### src/rtl/lfsr_block_lock.sv
// 64b/66b block synchroniser feeding the 10GBASE-R descrambler.
// Hunts for sync-header alignment by requesting gearbox bitslips, declares
// block lock after LOCK_COUNT consecutive good headers, monitors the header
// error rate in LOCK_COUNT-beat windows while locked, and forwards locked
// beats with a one-cycle registered latency.
module lfsr_block_lock #(
    parameter int DATA_WIDTH    = 64,
    parameter int HDR_WIDTH     = 2,
    parameter int LOCK_COUNT    = 64,
    parameter int INVALID_LIMIT = 16,
    parameter int SLIP_WAIT     = 8
) (
    input  logic                  clk,
    input  logic                  rst,
    input  logic [DATA_WIDTH-1:0] data_in,
    input  logic [HDR_WIDTH-1:0]  hdr_in,
    input  logic                  data_in_valid,
    output logic [DATA_WIDTH-1:0] data_out,
    output logic [HDR_WIDTH-1:0]  hdr_out,
    output logic                  data_out_valid,
    output logic                  bitslip,
    output logic                  block_lock
);

    localparam int SH_W   = $clog2(LOCK_COUNT) + 1;
    localparam int INV_W  = $clog2(INVALID_LIMIT) + 1;
    localparam int WAIT_W = $clog2(SLIP_WAIT) + 1;

    localparam logic [SH_W-1:0]   SH_MAX   = SH_W'(LOCK_COUNT);
    localparam logic [INV_W-1:0]  INV_MAX  = INV_W'(INVALID_LIMIT);
    localparam logic [WAIT_W-1:0] WAIT_MAX = WAIT_W'(SLIP_WAIT);

    typedef enum logic [1:0] {
        ST_HUNT,
        ST_LOCKED,
        ST_SLIP
    } state_e;

    state_e                  state_q;
    logic [SH_W-1:0]         sh_cnt_q;
    logic [INV_W-1:0]        inv_cnt_q;
    logic [WAIT_W-1:0]       wait_cnt_q;
    logic [DATA_WIDTH-1:0]   data_out_q;
    logic [HDR_WIDTH-1:0]    hdr_out_q;
    logic                    data_out_valid_q;
    logic                    bitslip_q;
    logic                    block_lock_q;

    logic                    hdr_ok;
    logic [SH_W-1:0]         sh_cnt_d;
    logic [INV_W-1:0]        inv_cnt_d;
    logic [WAIT_W-1:0]       wait_cnt_d;

    // Header classification and the incremented counter values a beat would produce.
    always_comb begin
        // NOTE: every signal written here gets a value on every path, so no latch is inferred.
        hdr_ok     = (hdr_in == HDR_WIDTH'(2'b01)) || (hdr_in == HDR_WIDTH'(2'b10));
        sh_cnt_d   = sh_cnt_q + 1'b1;
        inv_cnt_d  = inv_cnt_q + {{(INV_W-1){1'b0}}, ~hdr_ok};
        wait_cnt_d = wait_cnt_q + 1'b1;
    end

    // Block-lock FSM with registered status outputs and the one-beat data pipeline.
    always_ff @(posedge clk or negedge rst) begin
        if (!rst) begin
            // NOTE: the payload register is reset too; it is a single beat wide and the
            // descrambler must see a defined value rather than X after reset.
            state_q          <= ST_HUNT;
            sh_cnt_q         <= '0;
            inv_cnt_q        <= '0;
            wait_cnt_q       <= '0;
            data_out_q       <= '0;
            hdr_out_q        <= '0;
            data_out_valid_q <= 1'b0;
            bitslip_q        <= 1'b0;
            block_lock_q     <= 1'b0;
        end else begin
            // NOTE: non-blocking assignments throughout, so every branch below reads the
            // pre-edge register values and the defaults can be overridden safely.
            bitslip_q        <= 1'b0;
            data_out_valid_q <= 1'b0;

            if (data_in_valid) begin
                data_out_q <= data_in;
                hdr_out_q  <= hdr_in;
            end

            unique case (state_q)
                ST_HUNT: begin
                    if (data_in_valid) begin
                        if (!hdr_ok) begin
                            state_q    <= ST_SLIP;
                            sh_cnt_q   <= '0;
                            wait_cnt_q <= '0;
                            bitslip_q  <= 1'b1;
                        end else if (sh_cnt_d == SH_MAX) begin
                            state_q      <= ST_LOCKED;
                            sh_cnt_q     <= '0;
                            block_lock_q <= 1'b1;
                        end else begin
                            sh_cnt_q <= sh_cnt_d;
                        end
                    end
                end

                ST_LOCKED: begin
                    if (data_in_valid) begin
                        data_out_valid_q <= 1'b1;
                        // Reaching the invalid limit takes precedence over closing the window.
                        if (inv_cnt_d == INV_MAX) begin
                            state_q      <= ST_SLIP;
                            sh_cnt_q     <= '0;
                            inv_cnt_q    <= '0;
                            wait_cnt_q   <= '0;
                            bitslip_q    <= 1'b1;
                            block_lock_q <= 1'b0;
                        end else if (sh_cnt_d == SH_MAX) begin
                            sh_cnt_q  <= '0;
                            inv_cnt_q <= '0;
                        end else begin
                            sh_cnt_q  <= sh_cnt_d;
                            inv_cnt_q <= inv_cnt_d;
                        end
                    end
                end

                ST_SLIP: begin
                    // Gearbox settle time counts raw clocks; beats arriving now are dropped.
                    if (wait_cnt_d == WAIT_MAX) begin
                        state_q    <= ST_HUNT;
                        wait_cnt_q <= '0;
                        sh_cnt_q   <= '0;
                        inv_cnt_q  <= '0;
                    end else begin
                        wait_cnt_q <= wait_cnt_d;
                    end
                end

                default: begin
                    state_q <= ST_HUNT;
                end
            endcase
        end
    end

    assign data_out       = data_out_q;
    assign hdr_out        = hdr_out_q;
    assign data_out_valid = data_out_valid_q;
    assign bitslip        = bitslip_q;
    assign block_lock     = block_lock_q;

endmodule
### config.mk
export PLATFORM = sky130hd
export DESIGN_NAME = lfsr_block_lock
export DESIGN_NICKNAME = d
export VERILOG_FILES = /design/src/rtl/lfsr_block_lock.sv
export SDC_FILE = /design/constraint.sdc
export NUM_CORES = 1
export LEC_CHECK = 0
export ABC_AREA = 0
export CELL_PAD_IN_SITES_DETAIL_PLACEMENT = 0
export CELL_PAD_IN_SITES_GLOBAL_PLACEMENT = 1
export CORE_MARGIN = 3
export CORE_UTILIZATION = 30
export CTS_BUF_LIST = sky130_fd_sc_hd__clkbuf_8
export DETAILED_ROUTE_END_ITERATION = 7
export GPL_TIMING_DRIVEN = 0
export PLACE_DENSITY = 0.82
export SYNTH_ARGS = -nofsm -noshare
export SYNTH_HDL_FRONTEND = slang
export SYNTH_SLANG_ARGS = --single-unit
### constraint.sdc
create_clock -name clk -period 6.24 [get_ports clk]
set_clock_uncertainty 0.05 [all_clocks]
set_input_delay 1.872 -clock clk [delete_from_list [all_inputs] [get_ports clk]]
set_output_delay 1.872 -clock clk [all_outputs]
set_load 0.01 [all_outputs]
==> metrics.txt <==
# TYPE chip_impl_metric gauge
chip_impl_metric{name="seqCellArea",unit="sq um"} 2177
chip_impl_info{name="tritoncts",value="done"} 1
chip_impl_metric{name="timing.max_slew.rel_slack",unit=""} 0.5779
chip_impl_metric{name="finalWorstPathRequiredPeriod",unit="ps"} 4338
chip_impl_metric{name="number_of_enable_type_register_cells_in_the_synthesized_netlist",unit=""} 0
chip_impl_metric{name="postCtsSetupBuffers",unit=""} 0
chip_impl_metric{name="numPortBuffers",unit=""} 136
chip_impl_metric{name="globalRouteOverflowTotal",unit=""} 0
chip_impl_metric{name="antenna_violations_before_repair",unit=""} 0
chip_impl_metric{name="vias",unit=""} 2923
chip_impl_metric{name="synthDistinctLibCells",unit=""} 55
chip_impl_info{name="critPathKind",value="in -> reg"} 1
chip_impl_metric{name="worst_endpoint_required_time",unit="ps"} 6450
chip_impl_metric{name="pin_count_of_the_biggest_net_entering_global_routing",unit=""} 46
chip_impl_metric{name="number_of_nets_produced_by_synthesis",unit=""} 377
chip_impl_metric{name="power-per-cell-area",unit="nW/um^2"} 276.1
chip_impl_metric{name="design.die.area",unit="sq um"} 14370
chip_impl_metric{name="rows",unit=""} 40
chip_impl_info{name="critPathLaunchType",value="primary input"} 1
chip_impl_metric{name="cts_hold_buf",unit=""} 0
chip_impl_metric{name="ir_worst_vdd",unit="V"} 0.0001948
chip_impl_info{name="timing.hold.worst.class",value="reg -> reg"} 1
chip_impl_metric{name="setup-tns-final",unit="ps"} 0
chip_impl_info{name="endpoint_kind",value="register"} 1
chip_impl_metric{name="max_clk_rate",unit="MHz"} 230.5
chip_impl_metric{name="use_met3",unit=""} 0.07022
chip_impl_metric{name="drc_errors",unit=""} 0
chip_impl_metric{name="slew_viol_final",unit=""} 0
chip_impl_metric{name="power.leakage",unit="nW"} 2.334
chip_impl_metric{name="synthesis.area_per_instance",unit="sq um"} 12.97
chip_impl_metric{name="layout_worst_path_cycle_share",unit=""} 0.6952
chip_impl_metric{name="die_height",unit="um"} 119.9
chip_impl_metric{name="cts-resized-gates",unit=""} 0
chip_impl_metric{name="global_route_wire_length_before_repair",unit="um"} 16080
chip_impl_metric{name="ant_nets",unit=""} 0
chip_impl_metric{name="routedWlPerCell",unit="um"} 15.64
chip_impl_info{name="ctsRootBufferMaster",value="sky130_fd_sc_hd__clkbuf_8"} 1
chip_impl_metric{name="critical_path_peak_fanout",unit=""} 9
chip_impl_metric{name="start_util",unit=""} 0.3147
chip_impl_info{name="grt-busiest-layer",value="met2"} 1
chip_impl_metric{name="cts.sinks",unit=""} 87
chip_impl_metric{name="grt_use_met2",unit=""} 0.2387
chip_impl_metric{name="design.core.area",unit="sq um"} 12360
chip_impl_metric{name="finalHoldWorstSlack",unit="ps"} 454.3
chip_impl_info{name="dominantRegCellSynth",value="sky130_fd_sc_hd__dfrtp_1"} 1
chip_impl_metric{name="hpwlAfterDp",unit="um"} 7261
chip_impl_metric{name="diodes",unit=""} 0
chip_impl_metric{name="report.final.setup_viol",unit=""} 0
chip_impl_metric{name="clkSlewWorstSetupHoldPaths",unit="ps"} 80
chip_impl_metric{name="yosys_warns",unit=""} 0
chip_impl_metric{name="initialDrtViolationCount",unit=""} 103
chip_impl_metric{name="number_of_buffers_inserted_during_clock_tree_synthesis",unit=""} 9
chip_impl_metric{name="clock_path_buffers",unit=""} 2
chip_impl_metric{name="cp.arrival",unit="ps"} 4550
chip_impl_metric{name="ports_placed_on_the_boundary",unit=""} 138
chip_impl_info{name="grt_setup_unrepaired",value="false"} 1
chip_impl_metric{name="worst_skew_pair.late_latency",unit="ps"} 360
chip_impl_metric{name="max-cap-violations",unit=""} 0
chip_impl_metric{name="area_growth",unit="%"} 45.64
chip_impl_metric{name="final_hold_viol_count",unit=""} 0
chip_impl_metric{name="routabilityCongestion",unit=""} 0.7958
chip_impl_metric{name="drt-total-wl",unit="um"} 9698
chip_impl_metric{name="cts_htree_levels",unit=""} 3
chip_impl_metric{name="fillerInstances",unit=""} 1156
chip_impl_metric{name="mappedNetlistArea",unit="sq um"} 3890
chip_impl_metric{name="via_count_of_the_first_global_routing_pass",unit=""} 3204
chip_impl_metric{name="synth_sequential_area_ratio",unit=""} 0.5597
chip_impl_metric{name="met1_usage",unit=""} 0.1535
chip_impl_metric{name="nNetsFinal",unit=""} 525
chip_impl_metric{name="ys_async_sr_fraction",unit=""} 1.000
chip_impl_metric{name="grt_use_total",unit=""} 0.1429
chip_impl_metric{name="avgViaCountPerCell",unit=""} 4.715
chip_impl_metric{name="drive_gt1_frac",unit=""} 0.2345
chip_impl_metric{name="synthesis.instances",unit=""} 300
chip_impl_info{name="run_status",value="finished clean"} 1
chip_impl_metric{name="multi_input_comb_area",unit="sq um"} 1628
chip_impl_metric{name="worstMarginPinSlew",unit="ps"} 633.2
chip_impl_metric{name="register_bit_count_reported_by_yosys",unit=""} 87
chip_impl_metric{name="drt_pass1_iterations",unit=""} 4
chip_impl_metric{name="die_w",unit="um"} 119.9
==> cells in the mapped netlist, types with 2 or more instances <==
master,instances,area (sq um)
sky130_fd_sc_hd__a22o_1,4,35.03
sky130_fd_sc_hd__o21ai_1,3,15.01
sky130_fd_sc_hd__a21o_1,2,15.01
sky130_fd_sc_hd__a21oi_1,7,35.03
sky130_fd_sc_hd__o21ai_0,13,65.06
sky130_fd_sc_hd__clkbuf_1,5,18.77
sky130_fd_sc_hd__buf_1,2,7.510
sky130_fd_sc_hd__a31oi_1,2,12.51
sky130_fd_sc_hd__buf_2,5,25.02
sky130_fd_sc_hd__o211ai_1,2,15.01
sky130_fd_sc_hd__dfrtp_1,87,2177
sky130_fd_sc_hd__or2_2,2,12.51
sky130_fd_sc_hd__or3_1,2,12.51
sky130_fd_sc_hd__nand4_1,3,18.77
sky130_fd_sc_hd__nand2_1,23,86.33
sky130_fd_sc_hd__a21boi_0,2,15.01
sky130_fd_sc_hd__nand3_1,4,20.02
sky130_fd_sc_hd__ha_1,8,100.1
sky130_fd_sc_hd__nor2b_1,5,31.28
sky130_fd_sc_hd__nor2_1,9,33.78
sky130_fd_sc_hd__and3_1,2,12.51
sky130_fd_sc_hd__inv_1,8,30.03
sky130_fd_sc_hd__a31o_2,2,17.52
sky130_fd_sc_hd__a32oi_1,2,17.52
sky130_fd_sc_hd__mux2_2,66,743.2
==> per-stage QoR <==
stage	area, sq um	total power, mW	std cells	setup slack [ps]	util
final	5665	1.564	620	1902	0.4583
after global routing	5665	1.678	620	1716	0.4583
after CTS	5665	1.592	620	1906	0.4583
after detailed placement	5487	1.203	605	1503	0.4438
after global placement	5461	1.186	604	-25.07	0.4418
after floorplan	3890	0.9866	300	2323	-
==> cell type report <==
| class | instances | area share |
|---|---|---|
| Clock inverter | 6 | 0.009717 |
| Buffer | 12 | 0.009055 |
| Inverter | 9 | 0.005963 |
| Clock buffer | 9 | 0.02186 |
| Sequential cell | 87 | 0.3843 |
| Multi-Input combinational cell | 192 | 0.2873 |
| Timing Repair Buffer | 137 | 0.2447 |
| Tap cell | 168 | 0.03710 |
==> per-layer routing <==
| layer | part of all wire | up-vias |
|---|---|---|
| met3 | 0.094 | 17 |
| met5 | 0 | - |
| met1 | 0.39 | 1431 |
| met4 | 0.024 | 0 |
| li1 | - | 1377 |
| met2 | 0.49 | 98 |
==> worst max-delay path, stage by stage <==
cell and delay [ps]:
sky130_fd_sc_hd__clkdlybuf4s50_1 530, sky130_fd_sc_hd__xor2_2 370, sky130_fd_sc_hd__inv_2 110, sky130_fd_sc_hd__ha_1 240
sky130_fd_sc_hd__ha_1 300, sky130_fd_sc_hd__nor2_1 150, sky130_fd_sc_hd__a21boi_4 320, sky130_fd_sc_hd__o221a_4 320
sky130_fd_sc_hd__o21ai_1 90, sky130_fd_sc_hd__a22o_1 250
==> logic make-up after synthesis <==
group	count (synthesis)	share of synthesized area
compound gates	57	0.1180
xor+xnor	2	0.006434
fa+ha+maj	8	0.02573
buf+inv	21	0.02187
flops	87	0.5597
mux	66	0.1911
simple gates	59	0.07720
==> layout by cell type (no fill, tap or decap), types with 3 or more instances in the layout <==
master,count
sky130_fd_sc_hd__clkdlybuf4s50_1,135
sky130_fd_sc_hd__dfrtp_1,87
sky130_fd_sc_hd__mux2_2,66
sky130_fd_sc_hd__nand2_1,23
sky130_fd_sc_hd__o21ai_0,13
sky130_fd_sc_hd__inv_1,10
sky130_fd_sc_hd__nor2_1,9
sky130_fd_sc_hd__clkbuf_8,9
sky130_fd_sc_hd__ha_1,8
sky130_fd_sc_hd__a21oi_1,7
sky130_fd_sc_hd__buf_2,5
sky130_fd_sc_hd__nor2b_1,5
sky130_fd_sc_hd__clkbuf_1,5
sky130_fd_sc_hd__nand3_1,4
sky130_fd_sc_hd__a22o_1,4
sky130_fd_sc_hd__nand4_1,3
sky130_fd_sc_hd__o21ai_1,3
==> worst paths after layout <==
kind	from	end	slack (ps)	cells past startpoint
worst max-delay path	hdr_in[1]	sh_cnt_q[3]	1900	10
worst min-delay path	inv_cnt_q[0]	inv_cnt_q[0]	450	2
worst max register to register	inv_cnt_q[0]	sh_cnt_q[3]	4030	7
worst min register to register	inv_cnt_q[0]	inv_cnt_q[0]	450	2
max in group asynchronous	rst	data_out[11]	4080	2
min in group asynchronous	rst	inv_cnt_q[3]	1440	1
==> flip-flops by register name, summed over array words and instances (netlist names) <==
signal,flops
data_out,64
sh_cnt_q,7
inv_cnt_q,5
wait_cnt_q,4
hdr_out,2
state_q,2
bitslip,1
block_lock,1
data_out_valid,1
==> power by group <==
part	switching, mW	leakage, nW	internal, mW
Combinational	0.243	1.18	0.258
Sequential	0.0502	1.05	0.637
Clock	0.197	0.0975	0.179
Power figures use the tool's default switching activity.
